**config.mk**
```make
export PLATFORM = sky130hd
export DESIGN_NAME = instr_loader_flat
export DESIGN_NICKNAME = d
export VERILOG_FILES = /design/src/rtl/instr_loader_if.sv /design/src/rtl/instr_loader.sv /design/src/flat_wrapper.sv
export SDC_FILE = /design/constraint.sdc
export NUM_CORES = 1
export LEC_CHECK = 0
export CAP_MARGIN = 5
export CELL_PAD_IN_SITES_DETAIL_PLACEMENT = 2
export CELL_PAD_IN_SITES_GLOBAL_PLACEMENT = 2
export CORE_UTILIZATION = 32
export CTS_BUF_LIST = sky130_fd_sc_hd__clkbuf_16
export DETAILED_ROUTE_END_ITERATION = 6
export HOLD_SLACK_MARGIN = 0.06
export PLACE_DENSITY = 0.74
export SLEW_MARGIN = 5
export SYNTH_ARGS = -nofsm -noshare
export SYNTH_HDL_FRONTEND = slang
export SYNTH_SLANG_ARGS = --single-unit
```
**constraint.sdc**
```tcl
create_clock -name clk -period 1.6 [get_ports clk]
set_input_delay 0.16 -clock clk [delete_from_list [all_inputs] [get_ports clk]]
set_output_delay 0.16 -clock clk [all_outputs]
set_load 0.02 [all_outputs]
```
**src/rtl/instr_loader_if.sv**
```systemverilog
// ---------------------------------------------------------------------------
// instr_loader_if
// Bundles the byte stream coming from the UART receiver with the
// instruction-memory write port that the loader drives.
//   rx_data    [7:0]        received byte, valid when rx_valid is high
//   rx_valid                one-cycle strobe per received byte
//   imem_we                 instruction-memory write enable (one-cycle pulse)
//   imem_addr  [ADDR_W-1:0] write address
//   imem_wdata [15:0]       write data
// Modports: master = UART/memory side (drives rx, observes writes),
//           slave  = loader side (observes rx, drives writes).
// ---------------------------------------------------------------------------
interface instr_loader_if #(
  parameter int ADDR_W = 8
);
  logic [7:0]        rx_data;
  logic              rx_valid;
  logic              imem_we;
  logic [ADDR_W-1:0] imem_addr;
  logic [15:0]       imem_wdata;

  modport master (
    output rx_data,
    output rx_valid,
    input  imem_we,
    input  imem_addr,
    input  imem_wdata
  );

  modport slave (
    input  rx_data,
    input  rx_valid,
    output imem_we,
    output imem_addr,
    output imem_wdata
  );
endinterface

```
**src/rtl/instr_loader.sv**
```systemverilog
// ---------------------------------------------------------------------------
// instr_loader
// Loads a CPU program received over UART into instruction memory.
// Frame: 0xA5, count N, N big-endian 16-bit words (hi, lo), XOR sum byte.
// Words with an opcode the CPU cannot decode (0xB-0xE) are replaced by
// NONE (0xF000); words addressed past the end of memory are dropped.
// The CPU is held in stall while a load is in progress.
// Ports:
//   clk, reset_n      clock, asynchronous active-low reset
//   start             one-cycle pulse that (re)starts a load from any state
//   bus               instr_loader_if.slave: rx byte stream in, imem writes out
//   cpu_hold          high while a load is in progress
//   load_done         high after a completed frame until the next start
//   word_count        words written in the current or last load
//   err_opcode        sticky: illegal opcode replaced by NONE
//   err_checksum      sticky: sum byte did not match running XOR
//   err_overflow      sticky: word dropped, address beyond memory
//   err_timeout       sticky: frame aborted because the sender went silent
// ---------------------------------------------------------------------------
module instr_loader #(
  parameter int          ADDR_W  = 8,
  parameter logic [15:0] TIMEOUT = 16'd50000
) (
  input  logic              clk,
  input  logic              reset_n,
  input  logic              start,
  instr_loader_if.slave     bus,
  output logic              cpu_hold,
  output logic              load_done,
  output logic [ADDR_W:0]   word_count,
  output logic              err_opcode,
  output logic              err_checksum,
  output logic              err_overflow,
  output logic              err_timeout
);

  localparam logic [7:0]  HDR_BYTE  = 8'hA5;
  localparam logic [15:0] NONE_WORD = 16'hF000;

  typedef enum logic [2:0] {
    S_IDLE = 3'd0,
    S_HDR  = 3'd1,
    S_CNT  = 3'd2,
    S_HI   = 3'd3,
    S_LO   = 3'd4,
    S_SUM  = 3'd5,
    S_DONE = 3'd6
  } state_t;

  // Opcodes the CPU decoder accepts: 0x0-0xA and 0xF.
  function automatic logic opcode_legal(input logic [3:0] op);
    return (op <= 4'hA) || (op == 4'hF);
  endfunction

  // Replace a word whose opcode is not decodable by NONE.
  function automatic logic [15:0] sanitize_word(input logic [15:0] w);
    if (opcode_legal(w[15:12])) begin
      return w;
    end else begin
      return NONE_WORD;
    end
  endfunction

  state_t            state_r;
  logic [7:0]        hi_r;
  logic [7:0]        remain_r;
  logic [7:0]        xor_r;
  logic [15:0]       tmo_cnt_r;
  // word_count_r doubles as the next write address; its top bit set means
  // the address has run past the last memory location.
  logic [ADDR_W:0]   word_count_r;
  logic              imem_we_r;
  logic [ADDR_W-1:0] imem_addr_r;
  logic [15:0]       imem_wdata_r;
  logic              cpu_hold_r;
  logic              load_done_r;
  logic              err_opcode_r;
  logic              err_checksum_r;
  logic              err_overflow_r;
  logic              err_timeout_r;

  logic [15:0]       lo_word_s;
  logic              timed_s;

  assign lo_word_s = {hi_r, bus.rx_data};
  assign timed_s   = (state_r == S_CNT) || (state_r == S_HI) ||
                     (state_r == S_LO)  || (state_r == S_SUM);

  // Frame-parsing FSM with registered write port, status and error flags.
  always_ff @(posedge clk or negedge reset_n) begin
    if (!reset_n) begin
      state_r        <= S_IDLE;
      hi_r           <= 8'd0;
      remain_r       <= 8'd0;
      xor_r          <= 8'd0;
      tmo_cnt_r      <= 16'd0;
      word_count_r   <= '0;
      imem_we_r      <= 1'b0;
      imem_addr_r    <= '0;
      imem_wdata_r   <= 16'd0;
      cpu_hold_r     <= 1'b0;
      load_done_r    <= 1'b0;
      err_opcode_r   <= 1'b0;
      err_checksum_r <= 1'b0;
      err_overflow_r <= 1'b0;
      err_timeout_r  <= 1'b0;
    end else begin
      imem_we_r <= 1'b0;
      if (start) begin
        // start wins over a byte arriving in the same cycle
        state_r        <= S_HDR;
        xor_r          <= 8'd0;
        tmo_cnt_r      <= 16'd0;
        word_count_r   <= '0;
        imem_addr_r    <= '0;
        cpu_hold_r     <= 1'b1;
        load_done_r    <= 1'b0;
        err_opcode_r   <= 1'b0;
        err_checksum_r <= 1'b0;
        err_overflow_r <= 1'b0;
        err_timeout_r  <= 1'b0;
      end else if (bus.rx_valid) begin
        tmo_cnt_r <= 16'd0;
        case (state_r)
          S_IDLE: begin
            state_r <= S_IDLE;
          end
          S_HDR: begin
            if (bus.rx_data == HDR_BYTE) begin
              state_r <= S_CNT;
            end else begin
              state_r <= S_HDR;
            end
          end
          S_CNT: begin
            remain_r <= bus.rx_data;
            xor_r    <= xor_r ^ bus.rx_data;
            if (bus.rx_data == 8'd0) begin
              state_r <= S_SUM;
            end else begin
              state_r <= S_HI;
            end
          end
          S_HI: begin
            hi_r    <= bus.rx_data;
            xor_r   <= xor_r ^ bus.rx_data;
            state_r <= S_LO;
          end
          S_LO: begin
            xor_r    <= xor_r ^ bus.rx_data;
            remain_r <= remain_r - 8'd1;
            if (!opcode_legal(lo_word_s[15:12])) begin
              err_opcode_r <= 1'b1;
            end else begin
              err_opcode_r <= err_opcode_r;
            end
            if (!word_count_r[ADDR_W]) begin
              imem_we_r    <= 1'b1;
              imem_addr_r  <= word_count_r[ADDR_W-1:0];
              imem_wdata_r <= sanitize_word(lo_word_s);
              word_count_r <= word_count_r + (ADDR_W+1)'(1);
            end else begin
              err_overflow_r <= 1'b1;
            end
            if (remain_r == 8'd1) begin
              state_r <= S_SUM;
            end else begin
              state_r <= S_HI;
            end
          end
          S_SUM: begin
            if (bus.rx_data != xor_r) begin
              err_checksum_r <= 1'b1;
            end else begin
              err_checksum_r <= err_checksum_r;
            end
            state_r     <= S_DONE;
            cpu_hold_r  <= 1'b0;
            load_done_r <= 1'b1;
          end
          S_DONE: begin
            state_r <= S_DONE;
          end
          default: begin
            state_r <= S_IDLE;
          end
        endcase
      end else if (timed_s) begin
        // counter was cleared on the last accepted byte; expiry lands
        // exactly TIMEOUT edges later
        if (tmo_cnt_r == (TIMEOUT - 16'd1)) begin
          state_r       <= S_IDLE;
          tmo_cnt_r     <= 16'd0;
          err_timeout_r <= 1'b1;
          cpu_hold_r    <= 1'b0;
          load_done_r   <= 1'b0;
        end else begin
          tmo_cnt_r <= tmo_cnt_r + 16'd1;
        end
      end else begin
        tmo_cnt_r <= 16'd0;
      end
    end
  end

  assign bus.imem_we    = imem_we_r;
  assign bus.imem_addr  = imem_addr_r;
  assign bus.imem_wdata = imem_wdata_r;
  assign cpu_hold       = cpu_hold_r;
  assign load_done      = load_done_r;
  assign word_count     = word_count_r;
  assign err_opcode     = err_opcode_r;
  assign err_checksum   = err_checksum_r;
  assign err_overflow   = err_overflow_r;
  assign err_timeout    = err_timeout_r;

endmodule

```
**src/flat_wrapper.sv**
```systemverilog
// flat-port wrapper written by rule: the top's interface ports become plain ports
module instr_loader_flat 
#(
  parameter int          ADDR_W  = 8,
  parameter logic [15:0] TIMEOUT = 16'd50000
)
  (clk, reset_n, start, cpu_hold, load_done, word_count, err_opcode, err_checksum, err_overflow, err_timeout, bus_rx_data, bus_rx_valid, bus_imem_we, bus_imem_addr, bus_imem_wdata);
  instr_loader_if #(.ADDR_W(ADDR_W)) bus_i ();
  input  logic clk;
  input  logic reset_n;
  input  logic start;
  output logic cpu_hold;
  output logic load_done;
  output logic [ADDR_W:0] word_count;
  output logic err_opcode;
  output logic err_checksum;
  output logic err_overflow;
  output logic err_timeout;
  input wire logic [$bits(bus_i.rx_data)-1:0] bus_rx_data;
  input wire logic [$bits(bus_i.rx_valid)-1:0] bus_rx_valid;
  output wire logic [$bits(bus_i.imem_we)-1:0] bus_imem_we;
  output wire logic [$bits(bus_i.imem_addr)-1:0] bus_imem_addr;
  output wire logic [$bits(bus_i.imem_wdata)-1:0] bus_imem_wdata;
  assign bus_i.rx_data = bus_rx_data;
  assign bus_i.rx_valid = bus_rx_valid;
  assign bus_imem_we = bus_i.imem_we;
  assign bus_imem_addr = bus_i.imem_addr;
  assign bus_imem_wdata = bus_i.imem_wdata;
  instr_loader #(.ADDR_W(ADDR_W), .TIMEOUT(TIMEOUT)) u_core (.clk(clk), .reset_n(reset_n), .start(start), .bus(bus_i), .cpu_hold(cpu_hold), .load_done(load_done), .word_count(word_count), .err_opcode(err_opcode), .err_checksum(err_checksum), .err_overflow(err_overflow), .err_timeout(err_timeout));
endmodule
```
==> results.sh <==
export IMPL_start_util=0.330
export IMPL_p_total_uw=4610
export IMPL_violations="setup timing"
export IMPL_cts_root_buf="clkbuf_16"
export IMPL_drtIter0Drc=180
export IMPL_clockBufferDepth=2
export IMPL_die_w_um=113
export IMPL_worst_pin_slew_ps=481
export IMPL_gr_usage_all_layers=0.240
export IMPL_port_buffers=51
export IMPL_grt_max_degree=84
export IMPL_rsz0062_at_grt="true"
export IMPL_drv_cap=0
export IMPL_nets=559
export IMPL_wl_per_cell_um=26.2
export IMPL_overflow=0
export IMPL_vdd_drop_max_uv=783
export IMPL_routabilityCongestion=0.774
export IMPL_totalWireLength_um=18700
export IMPL_cts_sinks=83
export IMPL_drcViolationCount=0
export IMPL_crit_path_cell_trace="nor2_1 > nor4b_2 > nand3b_1 > o21ai_1 > nand2_1"
export IMPL_setup_violations=54
export IMPL_insertion_delay_ps=360
export IMPL_ios=52
export IMPL_grt_pass1_wl_um=23300
export IMPL_min_path_type="primary input to asynchronous set/reset pin"
export IMPL_antenna_cells=0
export IMPL_drtPass1Iterations=4
export IMPL_syn_nets=414
export IMPL_placementRows=40
export IMPL_end_kind="flop"
export IMPL_synthFlopType="dfrtp_1"
export IMPL_vias=3880
export IMPL_rr_endpoint="u_core.state_r[1]"
export IMPL_finClkSkew_ps=12.9
export IMPL_final_setup_worst_slack_ps=-225
export IMPL_leakagePower_uw=0.00289
export IMPL_synth_seq_area_share=0.523
export IMPL_syn_area_um2=3980
export IMPL_viasPerCell=5.43
export IMPL_synth_cell_types=51
export IMPL_rrSetupSlack_ps=-220
export IMPL_synth_top_family_by_area="simple AND/OR/NAND/NOR gates"
export IMPL_crit_path_max_incr_delay_ps=450
export IMPL_min_period_ps=1820
export IMPL_clk_pin_slew_worst_paths_ps=70
export IMPL_worstSetupPathType="flop to flop"
export IMPL_antenna_found_initial=0
export IMPL_core_um2=12100
export IMPL_placed_area_um2=5170
export IMPL_numCtsBuffers=9
export IMPL_hold_viol=0
export IMPL_synthAdderAreaFrac=0.0157
export IMPL_power_density_nw_per_um2=725
export IMPL_synthSimpleGateAreaFrac=0.227
export IMPL_drive_gt1_frac=0.389
export IMPL_die_area_um2=12900
export IMPL_die_h_um=113
export IMPL_fin_crit_sh=1.14
export IMPL_status="finished with violations"
export IMPL_worst_slew_margin_rel=0.679
export IMPL_synthMuxAreaShare=0.0227
export IMPL_syn_inst=397
export IMPL_syn_to_final_growth_pct=59.9
export IMPL_avgSynthCellArea_um2=10.0
export IMPL_synth_edf_count=0
export IMPL_worst_hold_slack_ps=368
export IMPL_synth_compound_area_frac=0.102
export IMPL_place_hpwl_um=9280
export IMPL_synthXorXnorAreaFrac=0.0837
export IMPL_crit_required_ps=1840
export IMPL_first_global_vias=4159
export IMPL_worstPathMaxFanout=5
export IMPL_timing_rr_start="u_core.remain_r[2]"
export IMPL_final_antenna_net_count=0
export IMPL_fin_area_um2=6360
export IMPL_async_reset_ff_frac=1.00
export IMPL_start_kind="flop"
export IMPL_ys_warn_count=0
export IMPL_fmax_mhz=548
export IMPL_slowest_stage="dfrtp_1"
export IMPL_ys_ff_latch=83
export IMPL_critPathArrivalTime_ps=2060
export IMPL_reg2regPathDepth=5
export IMPL_h_tree_depth=3
export IMPL_cts_tree="built"
export IMPL_slew_viol_final=0
metal layers:
layer  GRT usage  vias up  wire length [um]
li1            -     1664                 -
met1       0.291     2058              7410
met2       0.437      112              9880
met3      0.0489       46               759
met4      0.0588        0               691
met5           0        -                 0
critical path: cells and delay by family (launching register included):
family	cells	cell delay [ps]
compound gates	1	320
flops	1	450
simple gates	4	940
what timing repair did:
action | in CTS | in global routing
pin swaps | 12 | 48
hold endpoints to repair | 83 | 0
gates cloned | 2 | 6
hold buffers | 1 | 0
setup endpoints to repair | 41 | 70
gates resized for setup | 36 | 111
setup buffers | 7 | 17
per-stage QoR:
stage | utilization | setup TNS (ps) | setup slack (ps) | cells
after global placement | 0.429 | -6780 | -171 | 668
after CTS | 0.468 | -292 | -104 | 694
after floorplan | - | -56.2 | -56.2 | 397
after detailed placement | 0.429 | -10860 | -321 | 668
after global routing | 0.527 | -7560 | -277 | 715
final | 0.527 | -3370 | -225 | 715
cells in the final DEF (no fill, tap or decap), types with 5 or more instances in the layout:
master / n
nand3_2: 16
nor3_2: 6
dfrtp_1: 81
dlygate4sd2_1: 6
xnor2_1: 13
xor2_1: 21
buf_6: 8
mux2_2: 8
nor4_1: 5
nor2_4: 7
clkbuf_16: 14
inv_1: 7
buf_12: 6
nor2_1: 43
buf_4: 75
a21oi_2: 11
nand3_1: 9
o21ai_1: 6
nand2_2: 8
nand2_1: 43
o21ai_0: 5
clkdlybuf4s50_1: 41
o21ai_2: 5
a22o_1: 9
synthesized netlist by cell type (4+ instances only):
| master | number | area (um2) |
|---|---|---|
| buf_2 | 5 | 25.0 |
| inv_1 | 6 | 22.5 |
| a21oi_1 | 16 | 80.1 |
| nor3_1 | 7 | 35.0 |
| and3_1 | 4 | 25.0 |
| a22o_1 | 9 | 78.8 |
| nand2b_1 | 4 | 25.0 |
| mux2_2 | 8 | 90.1 |
| xnor2_1 | 16 | 140 |
| xor2_1 | 22 | 193 |
| nor2b_1 | 5 | 31.3 |
| nor4_1 | 6 | 37.5 |
| dfrtp_1 | 83 | 2080 |
| nand2_1 | 54 | 203 |
| ha_1 | 5 | 62.6 |
| o21ai_0 | 15 | 75.1 |
| clkbuf_1 | 8 | 30.0 |
| nor2_1 | 51 | 191 |
| nand3_1 | 26 | 130 |
cell families after synthesis:
group           after synthesis
buf+inv                      23
simple gates                178
compound gates               62
mux                           8
xor+xnor                     38
fa+ha+maj                     5
flops                        83
registers in the layout, indices dropped and copies added, names as in the netlist, 3 cells and up:
register               flops
u_core.bus.imem_wdata     16
u_core.tmo_cnt_r          16
u_core.word_count          9
u_core.bus.imem_addr       8
u_core.hi_r                8
u_core.remain_r            8
u_core.xor_r               8
u_core.state_r             3
worst max path at each step:
stage	from	to	slack, ps	cells after the start
floorplan	u_core.tmo_cnt_r[0]	u_core.state_r[0]	-60	6
global placement	bus_rx_data[3]	u_core.state_r[0]	-170	5
detailed placement	bus_rx_data[6]	u_core.state_r[0]	-320	5
CTS	u_core.tmo_cnt_r[0]	u_core.state_r[0]	-100	6
global route	u_core.tmo_cnt_r[13]	u_core.state_r[1]	-280	6
finish	u_core.remain_r[2]	u_core.state_r[1]	-220	5
where the power goes:
| group | internal [uW] | switching (uW) | leakage (uW) |
|---|---|---|---|
| Sequential | 2110 | 13.8 | 0.00114 |
| Combinational | 121 | 186 | 0.00160 |
| Clock | 1210 | 971 | 0.000151 |
area by class of cell:
class	instances	area (um2)
fillers	1197	5700
repair buffers	150	1480
well taps	168	210
flip-flops and latches	83	2080
multi-input cells	291	2260
inverters	7	38.8
clock inverters	7	70.1
clock buffers	9	225
No activity file was read; power rests on OpenSTA's default activity.
